File: src/rtl/pc_gen.sv
// pc_gen: fetch-stage program counter generator.
// Holds the fetch address and advances it on accepted fetches. Exceptions,
// exception return and branch/jump redirects are applied in fixed priority.
// Also keeps the saved exception PC, a halt/resume FSM and a fetch counter.
module pc_gen #(
  parameter int                 WIDTH        = 32,
  parameter int                 INC          = 4,
  parameter int                 ALIGN_BITS   = 2,
  parameter logic [WIDTH-1:0]   RESET_VECTOR = '0,
  parameter logic [WIDTH-1:0]   EXC_VECTOR   = WIDTH'(32'h0000_0080),
  parameter int                 COUNT_W      = 32
) (
  input  logic               clock,
  input  logic               reset,
  output logic               fetch_valid,
  input  logic               fetch_ready,
  output logic [WIDTH-1:0]   fetch_pc,
  input  logic               redirect_valid,
  input  logic [WIDTH-1:0]   redirect_target,
  input  logic               exc_valid,
  input  logic [WIDTH-1:0]   exc_pc,
  input  logic               eret,
  input  logic               halt_req,
  input  logic               resume,
  output logic [WIDTH-1:0]   epc,
  output logic               addr_err,
  output logic               halted,
  output logic [COUNT_W-1:0] fetch_count
);

  typedef enum logic [1:0] {S_BOOT, S_RUN, S_HALT} state_t;

  // Mask of the low address bits that must be zero. Built by shifting so
  // ALIGN_BITS=0 yields an all-zero mask instead of an illegal slice.
  localparam logic [WIDTH-1:0] ALIGN_MASK = WIDTH'((64'd1 << ALIGN_BITS) - 64'd1);

  state_t             r_state;
  logic [WIDTH-1:0]   r_pc;
  logic [WIDTH-1:0]   r_epc;
  logic               r_addr_err;
  logic [COUNT_W-1:0] r_count;

  logic               w_fire;
  logic               w_misaligned;
  logic               w_bad_redirect;

  assign fetch_valid    = (r_state == S_RUN);
  assign halted         = (r_state == S_HALT);
  assign fetch_pc       = r_pc;
  assign epc            = r_epc;
  assign addr_err       = r_addr_err;
  assign fetch_count    = r_count;

  assign w_fire         = fetch_valid & fetch_ready;
  assign w_misaligned   = |(redirect_target & ALIGN_MASK);
  // A misaligned redirect only turns into an exception if nothing of higher
  // priority claimed this cycle; otherwise it is dropped like any redirect.
  assign w_bad_redirect = redirect_valid & w_misaligned & ~exc_valid & ~eret;

  // Halt/resume state machine; redirects and exceptions never change state.
  always_ff @(posedge clock or posedge reset) begin
    if (reset) begin
      r_state <= S_BOOT;
    end else begin
      case (r_state)
        S_BOOT:  r_state <= S_RUN;
        S_RUN:   if (halt_req) r_state <= S_HALT;
        S_HALT:  if (resume && !halt_req) r_state <= S_RUN;
        default: r_state <= S_BOOT;
      endcase
    end
  end

  // PC / EPC update in priority order: exception, eret, redirect, fire.
  // A fire that coincides with a redirect still counts, but pc takes the
  // redirect value.
  always_ff @(posedge clock or posedge reset) begin
    if (reset) begin
      r_pc  <= RESET_VECTOR;
      r_epc <= '0;
    end else if (exc_valid) begin
      r_pc  <= EXC_VECTOR;
      r_epc <= exc_pc;
    end else if (eret) begin
      r_pc  <= r_epc;
    end else if (redirect_valid && w_misaligned) begin
      r_pc  <= EXC_VECTOR;
      r_epc <= redirect_target;
    end else if (redirect_valid) begin
      r_pc  <= redirect_target;
    end else if (w_fire) begin
      r_pc  <= r_pc + WIDTH'(INC);
    end
  end

  // One-cycle alignment-error pulse following a converted redirect.
  always_ff @(posedge clock or posedge reset) begin
    if (reset) r_addr_err <= 1'b0;
    else       r_addr_err <= w_bad_redirect;
  end

  // Accepted-fetch counter, independent of redirects.
  always_ff @(posedge clock or posedge reset) begin
    if (reset)       r_count <= '0;
    else if (w_fire) r_count <= r_count + COUNT_W'(1);
  end

endmodule

File: config.mk
export PLATFORM = sky130hd
export DESIGN_NAME = pc_gen
export DESIGN_NICKNAME = d
export VERILOG_FILES = /design/src/rtl/pc_gen.sv
export SDC_FILE = /design/constraint.sdc
export NUM_CORES = 1
export LEC_CHECK = 0
export ABC_AREA = 1
export ABC_CLOCK_PERIOD_IN_PS = 5150
export CAP_MARGIN = 15
export CORE_MARGIN = 2
export CORE_UTILIZATION = 44
export CTS_CLUSTER_SIZE = 20
export DETAILED_ROUTE_END_ITERATION = 6
export PLACE_DENSITY = 0.75
export SLEW_MARGIN = 20
export SYNTH_ARGS = -nofsm -noshare
export SYNTH_HDL_FRONTEND = slang
export SYNTH_SLANG_ARGS = --single-unit
export TNS_END_PERCENT = 5
File: constraint.sdc
create_clock -name clock -period 5.15 [get_ports clock]
set_input_delay 1.545 -clock clock [delete_from_list [all_inputs] [get_ports clock]]
set_output_delay 1.545 -clock clock [all_outputs]
set_load 0.05 [all_outputs]
Yosys cells after proc, flatten, opt, wreduce, memory -nomap -nowiden
Cells that the tools add are included.
{"block": "op_classes", "n_addsub": 2, "n_eq_ne": 5, "mux": 11, "n_bitwise": 6, "n_reduce_logical": 9}
{"op": "two-way mux 32 bit", "n": 8}
{"op": "adder 32 x 1 -> 32 bit, second input constant", "n": 1}
{"op": "adder 32 x 3 -> 32 bit, second input constant", "n": 1}
{"op": "one-hot mux 2 bit (3 select lines)", "n": 1}
{"op": "nonzero test 5 bit", "n": 1}
{"op": "bitwise AND 1 bit", "n": 4}
{"op": "two-way mux 2 bit", "n": 2}
{"op": "!= test 2 x 1 -> 1 bit, second input constant", "n": 2}
{"op": "AND reduction 2 bit", "n": 2}
{"op": "equality test 2 x 1 -> 1 bit, second input constant", "n": 1}
{"op": "equality test 2 bit, second input constant", "n": 1}
{"op": "logical AND 1 bit", "n": 2}
{"op": "logical NOT 2 bit", "n": 1}
{"op": "!= test 2 bit, second input constant", "n": 1}
{"op": "NOT 1 bit", "n": 2}
{"op": "nonzero test 2 bit", "n": 1}
{"op": "OR reduction 2 bit", "n": 1}
{"op": "logical NOT 1 bit", "n": 1}
{"block": "word_totals", "ff_bits": 99, "inputBits": 72, "output_inout_bits": 99}

Logic depth before layout (Yosys ltp)
Gate-level depths: netlist of run 1.
{"block": "logic_depth", "word_depth": 7, "depth_mapped": 12, "mapped_depth_nobuf": 12}

Worst setup path after synthesis of run 1
Ideal clock, no wire load.
{"block": "synth_timing", "kind": "input port to flip-flop", "startpoint": "in redirect_valid", "endpoint": "reg r_pc[21], in the netlist fetch_pc[21]", "setup_time_ps": 118, "arrival_ps": 2564, "required_ps": 5032, "path_slack_ps": 2468, "stages": 9, "path_buffers": 3, "cell_sequence": "buf_4 -> nor2_1 -> nand2_1 -> nor2_2 -> nor2_1 -> buf_2 -> buf_4 -> nand2_1 -> nand2_1"}
{"block": "synth_between", "elab_chain_cells": 4, "word_cells_on_any_way": 6}
{"element": "start: declaration", "line_no": "18", "text": "input logic redirect_valid,"}
{"element": "two-way mux 32 bit or logical AND 1 bit (tied branches)", "line_no": "89, 86"}
{"element": "two-way mux 32 bit", "line_no": "86", "text": "end else if (redirect_valid && w_misaligned) begin"}
{"element": "two-way mux 32 bit", "line_no": "84", "text": "end else if (eret) begin"}
{"element": "two-way mux 32 bit", "line_no": "81", "text": "end else if (exc_valid) begin"}
{"element": "end signal: assignment", "line_no": "85", "text": "r_pc <= r_epc;"}
{"element": "end signal: assignment", "line_no": "90", "text": "r_pc <= redirect_target;"}
{"element": "end signal: assignment", "line_no": "92", "text": "r_pc <= r_pc + WIDTH'(INC);"}
{"element": "end: declaration", "line_no": "38", "text": "logic [WIDTH-1:0] r_pc;"}
Several ways; a longest one is shown, not always the timed one.
A chain may end at the register's enable or synchronous reset.

Worst setup path in the final report of run 1
{"block": "layout_timing", "startpoint": "in redirect_valid", "endpoint": "reg r_pc[5], in the netlist fetch_pc[5]"}
Same word-level chain as after synthesis.

==> impl_metrics.tcl, run 1 <==
set metrics [dict create \
    grt_max_degree 70 \
    post_cts_buffers 0 \
    seq_area_frac_synth_pct 42.13 \
    crit_family "buffers and inverters" \
    cts_inserted_buffers 9 \
    insertion_delay_ns 0.35 \
    maxCapViolations 0 \
    routed_wl_um 17620 \
    dp_slack_ns 1.154 \
    first_pass_iters 5 \
    min_from "fetch_count[31]" \
    synthTopCellsByArea "dfrtp_1, nand2_1, inv_1, nor2_1, nand3_1" \
    yosysMostFrequentCell "nand2_1" \
    fin_cells 1182 \
    drtIter0Drc 409 \
    crit_fanout 16 \
    io_pins 171 \
    cts_tree "done" \
    nFillCells 1248 \
    fp.dieArea_mm2 0.01431 \
    grt_pass1_vias 6043 \
    hpwlAfterDp_um 13040 \
    h-tree-depth 3 \
    syn_avg_cell_area_um2 7.034 \
    period_needed_ns 3.669 \
    cp.arrival_ns 3.90 \
    hold_buffers 0 \
    slew_headroom_pct 38.77 \
    yosys_warnings 0 \
    syn2layout_area_growth_pct 37.04 \
    ant_nets 0 \
    synth_ff_type "dfrtp_1" \
    via_per_inst 5.120 \
    die_height_um 119.6 \
    drcViolationCount 0 \
    finalMaxSlewViolations 0 \
    synth_top_area_share_pct 42.13 \
    cts_resized 0 \
    netlist_area_mm2 0.005881 \
    fmax_mhz 272.6 \
    routedLengthMet1_um 7669 \
    grt_util_all_layers_pct 25.90 \
    start_kind "input port" \
    p_leak_nw 3.619 \
    top_layer_used "met4" \
    die_w_um 119.6 \
    portBuffers 170 \
    wl_met3_um 1326 \
    fin_skew_ns 0.006943 \
    syn_nets 910 \
    setup_viol 0 \
    hold_viol_final 0 \
    grt_setup_unrepaired "no" \
    cts.sinks 99 \
    core_mm2 0.01314 \
    synthArstFlopShare_pct 100.0 \
    grt_pass1_wl_um 29600 \
    finalPower_w 0.002485 \
    rows 42 \
    end_kind "flop" \
    initial_utilization_pct 44.76 \
    wl_per_cell_um 14.90 \
    synth_enable_flop_cells 0 \
    period_share_pct 71.23 \
    slowest_stage "clkdlybuf4s50_1" \
    ys_top_cells_by_count "nand2_1, dfrtp_1, inv_1, nor2_1, nand3_1" \
    clkTransAtPathRegs_ns 0.07 \
    cts_buffer_depth 2 \
    power.density_cell_area_mw_per_mm2 308.3 \
    crit_start "redirect_valid" \
    r2r-start "r_state[1]" \
    placed_cells 1168 \
    finalSetupTns_ns 0 \
    cpMostUsedCell "o21ai_0" \
    antenna_found_initial 0 \
    yosysUniqueCellTypes 34 \
    crit_chain "clkdlybuf4s50_1, inv_2, a21oi_2, inv_1, nand2_1, buf_4, a21oi_1, o21ai_0, o21ai_0, nand2_1, o21ai_0" \
    final.setup.worst_slack_ns 1.481 \
    antenna_cells 0 \
    required_ns 5.38 \
    tightest_slew_ns 0.9184 \
    grt-ovfl-total 0 \
    drive_gt1_share_pct 4.573 \
    ys_ff_latch 99 \
    finalInstanceArea_mm2 0.008059 \
    num_vias 6052 \
    netlist_instances 836 \
    hp-class "flop to flop" \
    cpPeakStageDelay_ns 0.91 \
    run_status "completed" \
    ir_drop_mv 0.2835 \
    critPathBufInv 4 \
    worstSetupPathType "input port to flop" \
    gp_congestion 0.9034 \
    wl_met2_um 8307 \
    yosys.area.top_type "dfrtp_1" \
    cts_root_buf "clkbuf_16" \
    nNetsFinal 1077 \
    place_area_mm2 0.007775 \
]
## final timing paths
| path | end | slack (ns) | depth (start not counted) |
|---|---|---|---|
| worst max-delay path | fetch_pc[5] | 1.48 | 11 |
| worst min-delay path | fetch_count[31] | 0.47 | 1 |
| worst max register to register | fetch_pc[15] | 3.03 | 9 |
| worst min register to register | fetch_count[31] | 0.47 | 1 |
| max in group asynchronous | fetch_count[16] | 2.61 | 3 |
| min in group asynchronous | r_state[1] | 1.74 | 2 |
## where the power goes
part | total, W | internal, W | leakage (nW) | switching (W)
logic | 0.000839 | 0.000287 | 2.22 | 0.000551
registers | 0.000972 | 0.000863 | 1.27 | 0.000109
clock network | 0.000674 | 0.000385 | 0.135 | 0.000289
total | 0.00248 | 0.00154 | 3.62 | 0.000950
## routing by layer
layer  GRT usage [%]  up-vias
met5               0        -
met4           8.235        0
met3           5.181       24
met2           43.54      220
met1           33.67     2823
li1                -     2985
## final cells by class
class	count	area, um2	area share (%)
inverter	98	370.4	4.596
clock inverter	2	37.54	0.4658
tap	176	220.2	2.732
clock buffer	12	246.5	3.059
timing repair buffer	180	1777	22.05
sequential	99	2477	30.74
multi-input combinational	615	2930	36.36
## sequential cells by signal, summed over array words and instances (netlist names)
register	flops
epc	32
fetch_count	32
fetch_pc	32
r_state	2
addr_err	1
## through the flow
step                hold WS, ns  utilization [%]
floorplan                0.5393                -
global placement         0.4607            59.18
detailed placement       0.4685            59.18
CTS                      0.4769            61.34
global route             0.5042            61.34
finish                   0.4679            61.34
## cells by family after synthesis
group | share of synthesized area (%)
buffers and inverters | 8.085
muxes | 0.1702
AOI/OAI and AO/OA | 11.28
and+or+nand+nor | 33.00
adders and majority gates | 0.4255
xor gates and xnor gates | 4.915
DFF | 42.13
## placed cells by master, fill, tap and decap left out, drive strengths merged, types with 16 or more instances in the layout
cell type,netlist,final
clkdlybuf4s50,0,170
o21ai,35,35
nand2,304,304
nand3,48,48
dfrtp,99,99
inv,97,97
xnor2,18,18
a21oi,40,40
nor2,90,90
o22ai,16,16
(Power assumes the default switching activity.)
==> run 2, diff against run 1 <==
Settings changed: ABC_CLOCK_PERIOD_IN_PS 5150 to 3600.
Clock period 5.15 ns to 3.6 ns, I/O delays scaled along.
==> impl_metrics.tcl, run 2 (synthesis results as in run 1) <==
set metrics [dict create \
    clkTransAtPathRegs_ns 0.07 \
    min_to "fetch_count[31]" \
    power.internal_w 0.002120 \
    cpPeakStageDelay_ns 0.82 \
    start_kind "flop" \
    crit_fanout 3 \
    fp.dieArea_mm2 0.01431 \
    insertion_delay_ns 0.35 \
    fmax_mhz 354.7 \
    via_per_inst 5.103 \
    grt_pass1_vias 5833 \
    nFillCells 1218 \
    pwr-share-comb_pct 34.3 \
    grt_util_all_layers_pct 25.38 \
    cts_buffer_depth 2 \
    period_share_pct 78.31 \
    placed_cells 1171 \
    r2r-start "fetch_pc[2]" \
    power.density_cell_area_mw_per_mm2 433.1 \
    hold_buffers 0 \
    period_needed_ns 2.819 \
    h-tree-depth 3 \
    grt_pass1_wl_um 29050 \
    final_cell_mix "nand2_1, clkdlybuf4s50_1, dfrtp_1" \
    run_status "completed" \
    post_cts_buffers 0 \
    p_leak_nw 3.625 \
    hold_viol_final 0 \
    end_kind "primary output" \
    drcViolationCount 0 \
    drive_gt1_share_pct 5.045 \
    die_w_um 119.6 \
    slowest_stage "clkdlybuf4s50_1" \
    grt-ovfl-total 0 \
    reg2reg_depth 12 \
    antenna_cells 0 \
    die_height_um 119.6 \
    routed_wl_um 17600 \
    core_mm2 0.01314 \
    min_path_cells 1 \
    gp_congestion 0.9101 \
    reg2reg_to "fetch_pc[22]" \
    nNetsFinal 1080 \
    setup_viol 0 \
    finalSetupTns_ns 0 \
    required_ns 2.52 \
    clock_power_share_pct 25.9 \
    cp.arrival_ns 1.74 \
    slew_headroom_pct 55.50 \
    crit_chain "nor2_4, clkdlybuf4s50_1" \
    grt_setup_unrepaired "no" \
    ant_nets 0 \
    first_pass_iters 5 \
    ir_drop_mv 0.5493 \
    wl_per_cell_um 14.83 \
    drtIter0Drc 418 \
    io_pins 171 \
    swShare_pct 39.42 \
    grt_max_degree 100 \
    hp-class "flop to flop" \
    pwr-share-seq_pct 39.8 \
    finalMaxSlewViolations 0 \
    syn2layout_area_growth_pct 37.43 \
    num_vias 6057 \
    reg2reg_slack_ns 1.60 \
    cts_root_buf "clkbuf_16" \
    antenna_found_initial 0 \
    tightest_slew_ns 0.6624 \
    multiInputGateArea_mm2 0.002930 \
    cts.sinks 99 \
    cts_resized 0 \
    rows 42 \
    cts_tree "done" \
    fin_cells 1187 \
    finalPower_w 0.003500 \
    p_switching_w 0.001380 \
    seq_area_mm2 0.002477 \
    cts_inserted_buffers 9 \
    worstSetupPathType "flop to primary output" \
    portBuffers 170 \
    fin_skew_ns 0.009815 \
    hpwlAfterDp_um 12970 \
    final_common_cell "nand2_1" \
    min_from "fetch_count[31]" \
    initial_utilization_pct 44.76 \
    maxCapViolations 0 \
]
-- run 2: worst max-delay path by stage --
stage	slack, ns	from	end
5_1_grt	0.70	r_state[1]	halted
4_1_cts	0.76	r_state[1]	fetch_valid
6_report	0.78	r_state[1]	fetch_valid
3_5_place_dp	0.52	redirect_valid	fetch_pc[6]
2_1_floorplan	1.34	reset	addr_err
3_3_place_gp	0.59	redirect_valid	epc[30]
-- run 2: power by group through the flow --
stage	Sequential (W)	Combinational (W)	Clock, W
final	0.00139	0.00120	0.000907
after global placement	0.00140	0.00119	0
after detailed placement	0.00141	0.00120	0
after floorplan	0.00176	0.000391	0
after CTS	0.00139	0.00121	0.000926
after global routing	0.00141	0.00129	0.000976
-- run 2: area by class of cell --
cell class / instances / area share (%)
multi-input cells: 615 / 36.26
flip-flops and latches: 99 / 30.65
repair buffers: 183 / 22.42
inverters: 98 / 4.598
clock buffers: 11 / 2.880
well taps: 176 / 2.725
clock inverters: 5 / 0.4645
-- run 2: layer usage --
metal  wire [um]  track usage, %
met5           0               0
met3        1289           7.034
met2        8374           41.75
met1        7582           32.59
met4         355           7.868
-- run 2: worst max-delay path: cells and delay by family, from the launching register on --
kind | cells | cell delay (ns)
buf+inv | 1 | 0.82
simple gates | 1 | 0.16
flops | 1 | 0.41
-- run 2: stage by stage --
step | setup slack (ns) | instance area, um2 | util (%) | hold WS, ns
6_report | 0.7808 | 8082 | 61.51 | 0.4796
3_3_place_gp | 0.5890 | 7811 | 59.46 | 0.4624
3_5_place_dp | 0.5157 | 7811 | 59.46 | 0.4723
2_1_floorplan | 1.344 | 5884 | - | 0.5393
4_1_cts | 0.7576 | 8082 | 61.51 | 0.4815
5_1_grt | 0.6959 | 8082 | 61.51 | 0.5195
==> run 3, diff against run 2 <==
Settings changed: ABC_CLOCK_PERIOD_IN_PS 3600 to 2800.
Clock period 3.6 ns to 2.8 ns, I/O delays scaled along.
==> impl_metrics.tcl, run 3 (synthesis results as in run 1) <==
set metrics [dict create \
    cts.sinks 99 \
    routed_wl_um 17620 \
    drcViolationCount 0 \
    insertion_delay_ns 0.36 \
    crit_chain "inv_1, nor2_1, clkdlybuf4s50_1" \
    die_height_um 119.6 \
    core_mm2 0.01314 \
    finalSetupTns_ns 0 \
    clkTransAtPathRegs_ns 0.07 \
    crit_fanout 2 \
    final_common_cell "nand2_1" \
    h-tree-depth 3 \
    nNetsFinal 1083 \
    final_cell_mix "nand2_1, clkdlybuf4s50_1, dfrtp_1" \
    nFillCells 1214 \
    syn2layout_area_growth_pct 39.02 \
    slowest_stage "clkdlybuf4s50_1" \
    maxCapViolations 0 \
    cts_resized 0 \
    antenna_cells 0 \
    reg2reg_depth 12 \
    initial_utilization_pct 44.76 \
    rows 42 \
    start_kind "flop" \
    multiInputGateArea_mm2 0.002930 \
    ant_nets 0 \
    cts_buffer_depth 2 \
    power.density_cell_area_mw_per_mm2 574.9 \
    io_pins 171 \
    cts_inserted_buffers 9 \
    hpwlAfterDp_um 12830 \
    ir_drop_mv 0.6436 \
    die_w_um 119.6 \
    worstSetupPathType "flop to primary output" \
    tightest_slew_ns 0.6158 \
    slew_headroom_pct 58.63 \
    seq_area_mm2 0.002477 \
    cp.arrival_ns 1.76 \
    place_area_mm2 0.007859 \
    hp-class "flop to flop" \
    via_per_inst 5.098 \
    drtIter0Drc 410 \
    portBuffers 170 \
    num_vias 6061 \
    first_pass_iters 5 \
    grt_setup_unrepaired "no" \
    fin_skew_ns 0.009041 \
    fmax_mhz 384.4 \
    drive_gt1_share_pct 5.429 \
    required_ns 1.96 \
    run_status "completed" \
    gp_congestion 0.9072 \
    grt_pass1_wl_um 28980 \
    period_needed_ns 2.601 \
    post_cts_buffers 0 \
    grt_util_all_layers_pct 25.42 \
    wl_per_cell_um 14.81 \
    cts_tree "done" \
    hold_viol_final 0 \
    grt_max_degree 100 \
    fp.dieArea_mm2 0.01431 \
    grt_pass1_vias 5624 \
    cts_root_buf "clkbuf_16" \
    grt-ovfl-total 0 \
    hold_buffers 0 \
    p_leak_nw 3.678 \
    period_share_pct 92.91 \
    finalMaxSlewViolations 0 \
    min_path_cells 1 \
    end_kind "primary output" \
    antenna_found_initial 0 \
    cpPeakStageDelay_ns 0.82 \
    finalInstanceArea_mm2 0.008175 \
    setup_viol 0 \
]
==> run 3: changes by cell type in the layout (fill, tap and decap cells not counted) <==
cell / previous run / this run
buf_4: 12 / 13
inv_6: 1 / 0
buf_12: 1 / 3
clkinv_2: 1 / 2
bufinv_16: 0 / 2
clkbuf_1: 2 / 0
clkinv_4: 1 / 0
clkbuf_8: 0 / 1
clkinvlp_4: 3 / 2
==> run 3: critical path, delay by kind of cell (launching register included) <==
kind,cells,cell delay (ns)
and+or+nand+nor,1,0.13
DFF,1,0.39
buffers and inverters,2,0.87
==> run 3: area by class of cell <==
cell class	instances	area share, %
Inverter	98	4.545
Tap cell	176	2.694
Clock inverter	5	0.9489
Clock buffer	10	2.923
Multi-Input combinational cell	615	35.84
Sequential cell	99	30.30
Timing Repair Buffer	186	22.74
==> run 3: worst paths after layout <==
check	startpoint	to	slack, ns
min in group asynchronous	reset	epc[23]	0.97
max	r_state[1]	halted	0.20
min reg2reg	fetch_count[31]	fetch_count[31]	0.49
max in group asynchronous	reset	fetch_count[19]	1.40
min	fetch_count[31]	fetch_count[31]	0.49
max reg2reg	fetch_pc[2]	fetch_pc[22]	0.86
==> run 3: power breakdown <==
part / internal (W) / switching [W]
logic: 0.000543 / 0.00101
clock network: 0.000799 / 0.000553
registers: 0.00159 / 0.000206
total: 0.00293 / 0.00177
==> run 3: routing by layer <==
metal  wire, um  vias to the layer above  global-route usage [%]  part of all wire, %
li1           -                     3014                       -                    -
met1       7680                     2832                   34.37                   44
met2       8407                      202                   41.14                   48
met3       1361                       13                   6.226                  7.7
met4        166                        0                   6.397                 0.94
met5          0                        -                       0                    0
==> run 3: metrics by stage <==
step	hold WS [ns]	util [%]	instances	power, W	setup slack, ns
CTS	0.4852	62.23	1189	0.004721	0.1856
floorplan	0.5393	-	836	0.002760	0.7844
global placement	0.4713	59.82	1174	0.003349	0.3745
global route	0.5139	62.23	1189	0.004919	0.1289
finish	0.4856	62.23	1189	0.004700	0.1986
detailed placement	0.4767	59.82	1174	0.003369	0.3159
